==> config.mk <==
export PLATFORM = sky130hd
export DESIGN_NAME = serial_adder
export DESIGN_NICKNAME = d
export VERILOG_FILES = /design/src/rtl/serial_adder.sv
export SDC_FILE = /design/constraint.sdc
export NUM_CORES = 1
export LEC_CHECK = 0
export BUFFER_PORTS_ARGS = -buffer_cell sky130_fd_sc_hd__buf_2
export CORE_MARGIN = 5
export CORE_UTILIZATION = 58
export CTS_CLUSTER_SIZE = 16
export DETAILED_ROUTE_END_ITERATION = 8
export PLACE_DENSITY_LB_ADDON = 0.2
export SYNTH_ARGS = -nofsm -noshare
export SYNTH_HDL_FRONTEND = slang
export SYNTH_SLANG_ARGS = --single-unit
==> constraint.sdc <==
create_clock -name clk -period 2.8 [get_ports clk]
set_clock_uncertainty 0.05 [all_clocks]
set_input_delay 0.56 -clock clk [delete_from_list [all_inputs] [get_ports clk]]
set_output_delay 0.56 -clock clk [all_outputs]
set_load 0.02 [all_outputs]
==> src/rtl/serial_adder.sv <==
// serial_adder: bit-serial WIDTH-bit adder built around one full-adder cell.
// Operands and carry-in are captured on start. One bit pair is then added per
// clock, LSB first, with the carry held in a flop between cycles. The sum is
// assembled in a shift register and published, together with the carry-out,
// on the completion edge. Between completions sum/cout hold their last value.
module serial_adder #(
    parameter int WIDTH = 8
) (
    input  logic             clk,
    input  logic             rst_n,
    input  logic             start,
    input  logic [WIDTH-1:0] a,
    input  logic [WIDTH-1:0] b,
    input  logic             cin,
    output logic             busy,
    output logic             done,
    output logic [WIDTH-1:0] sum,
    output logic             cout
);

    localparam int CNT_W = $clog2(WIDTH);
    localparam logic [CNT_W-1:0] LAST_BIT = CNT_W'(WIDTH - 1);

    typedef enum logic {
        IDLE = 1'b0,
        RUN  = 1'b1
    } state_t;

    state_t             state_q,  state_d;
    logic [WIDTH-1:0]   a_sr_q,   a_sr_d;
    logic [WIDTH-1:0]   b_sr_q,   b_sr_d;
    logic [WIDTH-1:0]   sum_sr_q, sum_sr_d;
    logic               carry_q,  carry_d;
    logic [CNT_W-1:0]   cnt_q,    cnt_d;
    logic [WIDTH-1:0]   sum_q,    sum_d;
    logic               cout_q,   cout_d;
    logic               done_q,   done_d;

    // Full-adder cell fed by the LSBs of the operand shift registers.
    logic fa_p;
    logic fa_bit;
    logic fa_carry;

    // Single full-adder cell: propagate, sum bit and carry for the current bit pair.
    always_comb begin
        fa_p     = a_sr_q[0] ^ b_sr_q[0];
        fa_bit   = fa_p ^ carry_q;
        fa_carry = (a_sr_q[0] & b_sr_q[0]) | (fa_p & carry_q);
    end

    // Next-state and datapath control for IDLE/RUN.
    always_comb begin
        // NOTE: every output of this block is given a default first, so no path
        // leaves a signal unassigned and no latch is inferred.
        state_d  = state_q;
        a_sr_d   = a_sr_q;
        b_sr_d   = b_sr_q;
        sum_sr_d = sum_sr_q;
        carry_d  = carry_q;
        cnt_d    = cnt_q;
        sum_d    = sum_q;
        cout_d   = cout_q;
        done_d   = 1'b0;

        case (state_q)
            IDLE: begin
                if (start) begin
                    a_sr_d  = a;
                    b_sr_d  = b;
                    carry_d = cin;
                    cnt_d   = '0;
                    state_d = RUN;
                end
            end
            RUN: begin
                carry_d  = fa_carry;
                a_sr_d   = a_sr_q >> 1;
                b_sr_d   = b_sr_q >> 1;
                sum_sr_d = {fa_bit, sum_sr_q[WIDTH-1:1]};
                cnt_d    = cnt_q + CNT_W'(1);
                if (cnt_q == LAST_BIT) begin
                    // Publish directly from the shifted value so intermediate
                    // partial sums never appear on the sum output.
                    sum_d   = {fa_bit, sum_sr_q[WIDTH-1:1]};
                    cout_d  = fa_carry;
                    done_d  = 1'b1;
                    cnt_d   = '0;
                    state_d = IDLE;
                end
            end
            default: state_d = IDLE;
        endcase
    end

    // State and datapath registers with asynchronous clear.
    always_ff @(posedge clk or negedge rst_n) begin
        // NOTE: sequential state uses non-blocking assignments only, so every
        // flop samples the pre-edge value of the others; the comb block above
        // uses blocking assignments because it describes wires, not storage.
        if (!rst_n) begin
            // NOTE: every register is cleared here, including the shift
            // registers, so a mid-operation reset leaves no stale operand bits.
            state_q  <= IDLE;
            a_sr_q   <= '0;
            b_sr_q   <= '0;
            sum_sr_q <= '0;
            carry_q  <= 1'b0;
            cnt_q    <= '0;
            sum_q    <= '0;
            cout_q   <= 1'b0;
            done_q   <= 1'b0;
        end else begin
            state_q  <= state_d;
            a_sr_q   <= a_sr_d;
            b_sr_q   <= b_sr_d;
            sum_sr_q <= sum_sr_d;
            carry_q  <= carry_d;
            cnt_q    <= cnt_d;
            sum_q    <= sum_d;
            cout_q   <= cout_d;
            done_q   <= done_d;
        end
    end

    // Outputs: busy follows the state so it drops asynchronously with reset.
    always_comb begin
        busy = (state_q == RUN);
        done = done_q;
        sum  = sum_q;
        cout = cout_q;
    end

endmodule
==> metrics.yaml <==
routing:
  finalWirelength_um: 2580
  via_count: 981
  detailed_route_iter0_violations: 41
  drt.antenna.violating_nets: 0
  drc: 0
  post_drt_wl_per_cell_um: 14.0
  avgViaCountPerCell: 5.30
  firstDrtPassIters: 4
placement:
  dp.cells: 177
  dp_hpwl_um: 1860
  gpl.final_weighted_congestion: 0.697
  dp_worst_setup_slack_ps: 1250
  place.port_buffers: 30
timing:
  timing.final.crit_share: 0.650
  worst_tran_pin_value_ps: 797
  grt_setup_unrepaired: "false"
  timing.setup.tns_ps: 0
  final-max-slew-violation-count: 0
  fmax_ghz: 0.549
  timing.final.crit_period_ps: 1820
  hold_violations: 0
  slew_headroom: 0.469
  fin_ws_ps: 979
  hold_ws_ps: 244
  setup-violations-final: 0
synth:
  synth.avg_cell_area_sq_um: 13.6
  synthesis.instances: 122
  synth_xor_area_frac: 0
  yosys.area_share.simple: 0.0545
  synth-seq-area-share: 0.575
  synth_fp_nets: 145
  synth_area_sq_um: 1650
  postSynthRegisterBits: 38
  post_synth_num_cell_types: 20
  largest_family_of_logic_cells_by_synthesized_area: "multiplexers"
  mux_cell_area_share_after_synthesis: 0.239
  ys.warnings.count: 0
  post_synth_fa_ha_maj_area_fraction: 0.0272
  post_synthesis_compound_gate_area_fraction: 0.0635
clock_network:
  cts.root.buffer_cell: "sky130_fd_sc_hd__clkbuf_4"
  cts_tree: "done"
  postCtsSetupRepairBufs: 0
  clockBufferDepth: 2
  path_clk_slew_ps: 110
  cts-buffers-inserted: 5
  h-tree-depth: 2
  clkLatencyLatePin_ps: 340
  hold_buffers: 0
  tritoncts_num_sinks: 38
  cts_resized: 0
worst_setup_path:
  critPathMaxStageDelay_ps: 630
  critical_path.n_buffers_inverters: 1
  startpoint_type: "flop"
  critical_path.cell_chain: "buf_2"
  required_ps: 2190
  criticalPathCategory: "flop to primary output"
  slowest_stage_cell_on_the_critical_path: "sky130_fd_sc_hd__dfrtp_1"
  end_kind: "primary output"
  worstPathArrival_ps: 1210
  critical_path.max_fanout: 10
  critical_path.top_delay_family: "flip-flops"
final_layout:
  flow.area_growth_from_synthesis_pct: 11.6
  num_antenna_cells: 0
  finalCoreUtilization: 0.676
  instances_no_fill: 185
  layout.nets: 176
  ratio_of_cells_with_drive_above_1_in_the_final_layout: 0.357
global_routing:
  final_global_route_overflow_total: 0
  wire_length_of_the_first_global_routing_pass_um: 4640
  grt_met2_use: 0.232
  largest_net_degree_at_the_start_of_global_routing: 39
  grt.total_usage: 0.150
  grt_pass1_vias: 1037
  gr-usage-met3: 0.0586
  grt.met1_usage: 0.173
  grt_busiest_layer: "met2"
  grt_antenna_before_repair: 0
die:
  placeableCoreArea_sq_um: 2730
  design.die.area_sq_um: 4020
  start_util: 0.605
  die_wd_um: 63.4
  io_pins: 31
  rows: 19
  dieHeight_um: 63.4
hold_path:
  hold_path_class: "primary input to asynchronous set/reset pin"
power:
  combPwrFrac: 0.376
  powerDensity_nw_per_um2: 1060
  ir_worst_vdd_uv: 872
  power.net_switching_mw: 0.667
  p_seq_frac: 0.476
  power_report.internal_total_mw: 1.29
  clock_power_share: 0.148
  p_sw_frac: 0.341
  total_leakage_power_nw: 0.984
outcome:
  run_status: "finished, final reports clean"
job:
  drv_cap: 0
[path summary, 6_finish.rpt]
check,startpoint,to,slack (ps),depth (start not counted)
worst max-delay path,busy,busy,980,1
worst min-delay path,rst_n,sum[4],240,1
worst max register to register,busy,cnt_q[1],1250,3
worst min register to register,a_sr_q[1],a_sr_q[0],440,2
max in group asynchronous,rst_n,a_sr_q[5],1950,1
min in group clk,a[7],a_sr_q[7],420,3
[per-stage QoR]
| step | area [sq um] | total power, mW |
|---|---|---|
| 2_1_floorplan | 1650 | 1.53 |
| 3_3_place_gp | 1790 | 1.65 |
| 3_5_place_dp | 1790 | 1.70 |
| 4_1_cts | 1850 | 1.99 |
| 5_1_grt | 1850 | 2.12 |
| 6_report | 1850 | 1.96 |
[area by class of cell]
class / count / area (sq um)
clock buffers: 7 / 55.1
clock inverters: 1 / 5.00
fillers: 211 / 887
inverters: 1 / 3.75
multi-input cells: 76 / 636
flip-flops and latches: 38 / 951
well taps: 31 / 38.8
repair buffers: 31 / 158
[per-layer routing]
| metal | vias to the layer above | routed length (um) | part of all wire |
|---|---|---|---|
| li1 | 483 | - | - |
| met1 | 464 | 1030 | 0.40 |
| met2 | 26 | 1290 | 0.50 |
| met3 | 8 | 187 | 0.072 |
| met4 | 0 | 70 | 0.027 |
| met5 | - | 0 | 0 |
[logic make-up (layout without fill, tap and decap cells)]
logic type	Yosys count	count (layout)
simple gates	21	21
buf+inv	8	40
fa+ha+maj	3	3
mux	33	33
flops	38	38
compound gates	19	19
[flip-flops by register name (all words and copies together) (netlist names)]
signal,cells
done,1
busy,1
carry_q,1
sum_sr_q,7
b_sr_q,8
cnt_q,3
cout,1
sum,8
a_sr_q,8
[layout by cell type (no fill, tap or decap)]
cell type	netlist	routed
sky130_fd_sc_hd__clkbuf_1	0	1
sky130_fd_sc_hd__buf_4	0	1
sky130_fd_sc_hd__buf_2	2	30
sky130_fd_sc_hd__fa_1	1	1
sky130_fd_sc_hd__clkinv_2	0	1
sky130_fd_sc_hd__a21o_1	1	1
sky130_fd_sc_hd__nand2_1	15	15
sky130_fd_sc_hd__a21oi_1	1	1
sky130_fd_sc_hd__nor3b_1	1	1
sky130_fd_sc_hd__clkbuf_4	0	5
sky130_fd_sc_hd__mux2_4	12	12
sky130_fd_sc_hd__dfrtp_1	38	38
sky130_fd_sc_hd__nor2_1	4	4
sky130_fd_sc_hd__inv_1	1	1
sky130_fd_sc_hd__clkbuf_8	0	1
sky130_fd_sc_hd__o21ai_1	7	7
sky130_fd_sc_hd__a22o_1	2	2
sky130_fd_sc_hd__mux2i_1	17	17
sky130_fd_sc_hd__o21ai_0	8	8
sky130_fd_sc_hd__mux2_2	4	4
sky130_fd_sc_hd__ha_1	2	2
sky130_fd_sc_hd__nand2_4	1	1
[cells in the mapped netlist]
cell	count	share of area
sky130_fd_sc_hd__ha_1	2	0.015
sky130_fd_sc_hd__a22o_1	2	0.011
sky130_fd_sc_hd__o21ai_1	7	0.021
sky130_fd_sc_hd__buf_8	1	0.0091
sky130_fd_sc_hd__nor3b_1	1	0.0045
sky130_fd_sc_hd__nor2_1	4	0.0091
sky130_fd_sc_hd__mux2_4	12	0.11
sky130_fd_sc_hd__inv_1	1	0.0023
sky130_fd_sc_hd__a21oi_1	1	0.0030
sky130_fd_sc_hd__dfrtp_1	38	0.57
sky130_fd_sc_hd__o21ai_0	8	0.024
sky130_fd_sc_hd__buf_6	3	0.020
sky130_fd_sc_hd__mux2i_1	17	0.10
sky130_fd_sc_hd__nand2_1	15	0.034
sky130_fd_sc_hd__mux2_2	4	0.027
sky130_fd_sc_hd__fa_1	1	0.012
sky130_fd_sc_hd__buf_2	2	0.0061
sky130_fd_sc_hd__nand2_4	1	0.0068
sky130_fd_sc_hd__clkbuf_2	1	0.0030
sky130_fd_sc_hd__a21o_1	1	0.0045
[power by group through the flow]
stage | logic [mW] | registers [mW] | clock network [mW]
2_1_floorplan | 0.562 | 0.972 | 0
3_3_place_gp | 0.721 | 0.929 | 0
3_5_place_dp | 0.750 | 0.949 | 0
4_1_cts | 0.751 | 0.938 | 0.303
5_1_grt | 0.819 | 0.967 | 0.330
6_report | 0.736 | 0.931 | 0.289
No activity file was read; power rests on OpenSTA's default activity.
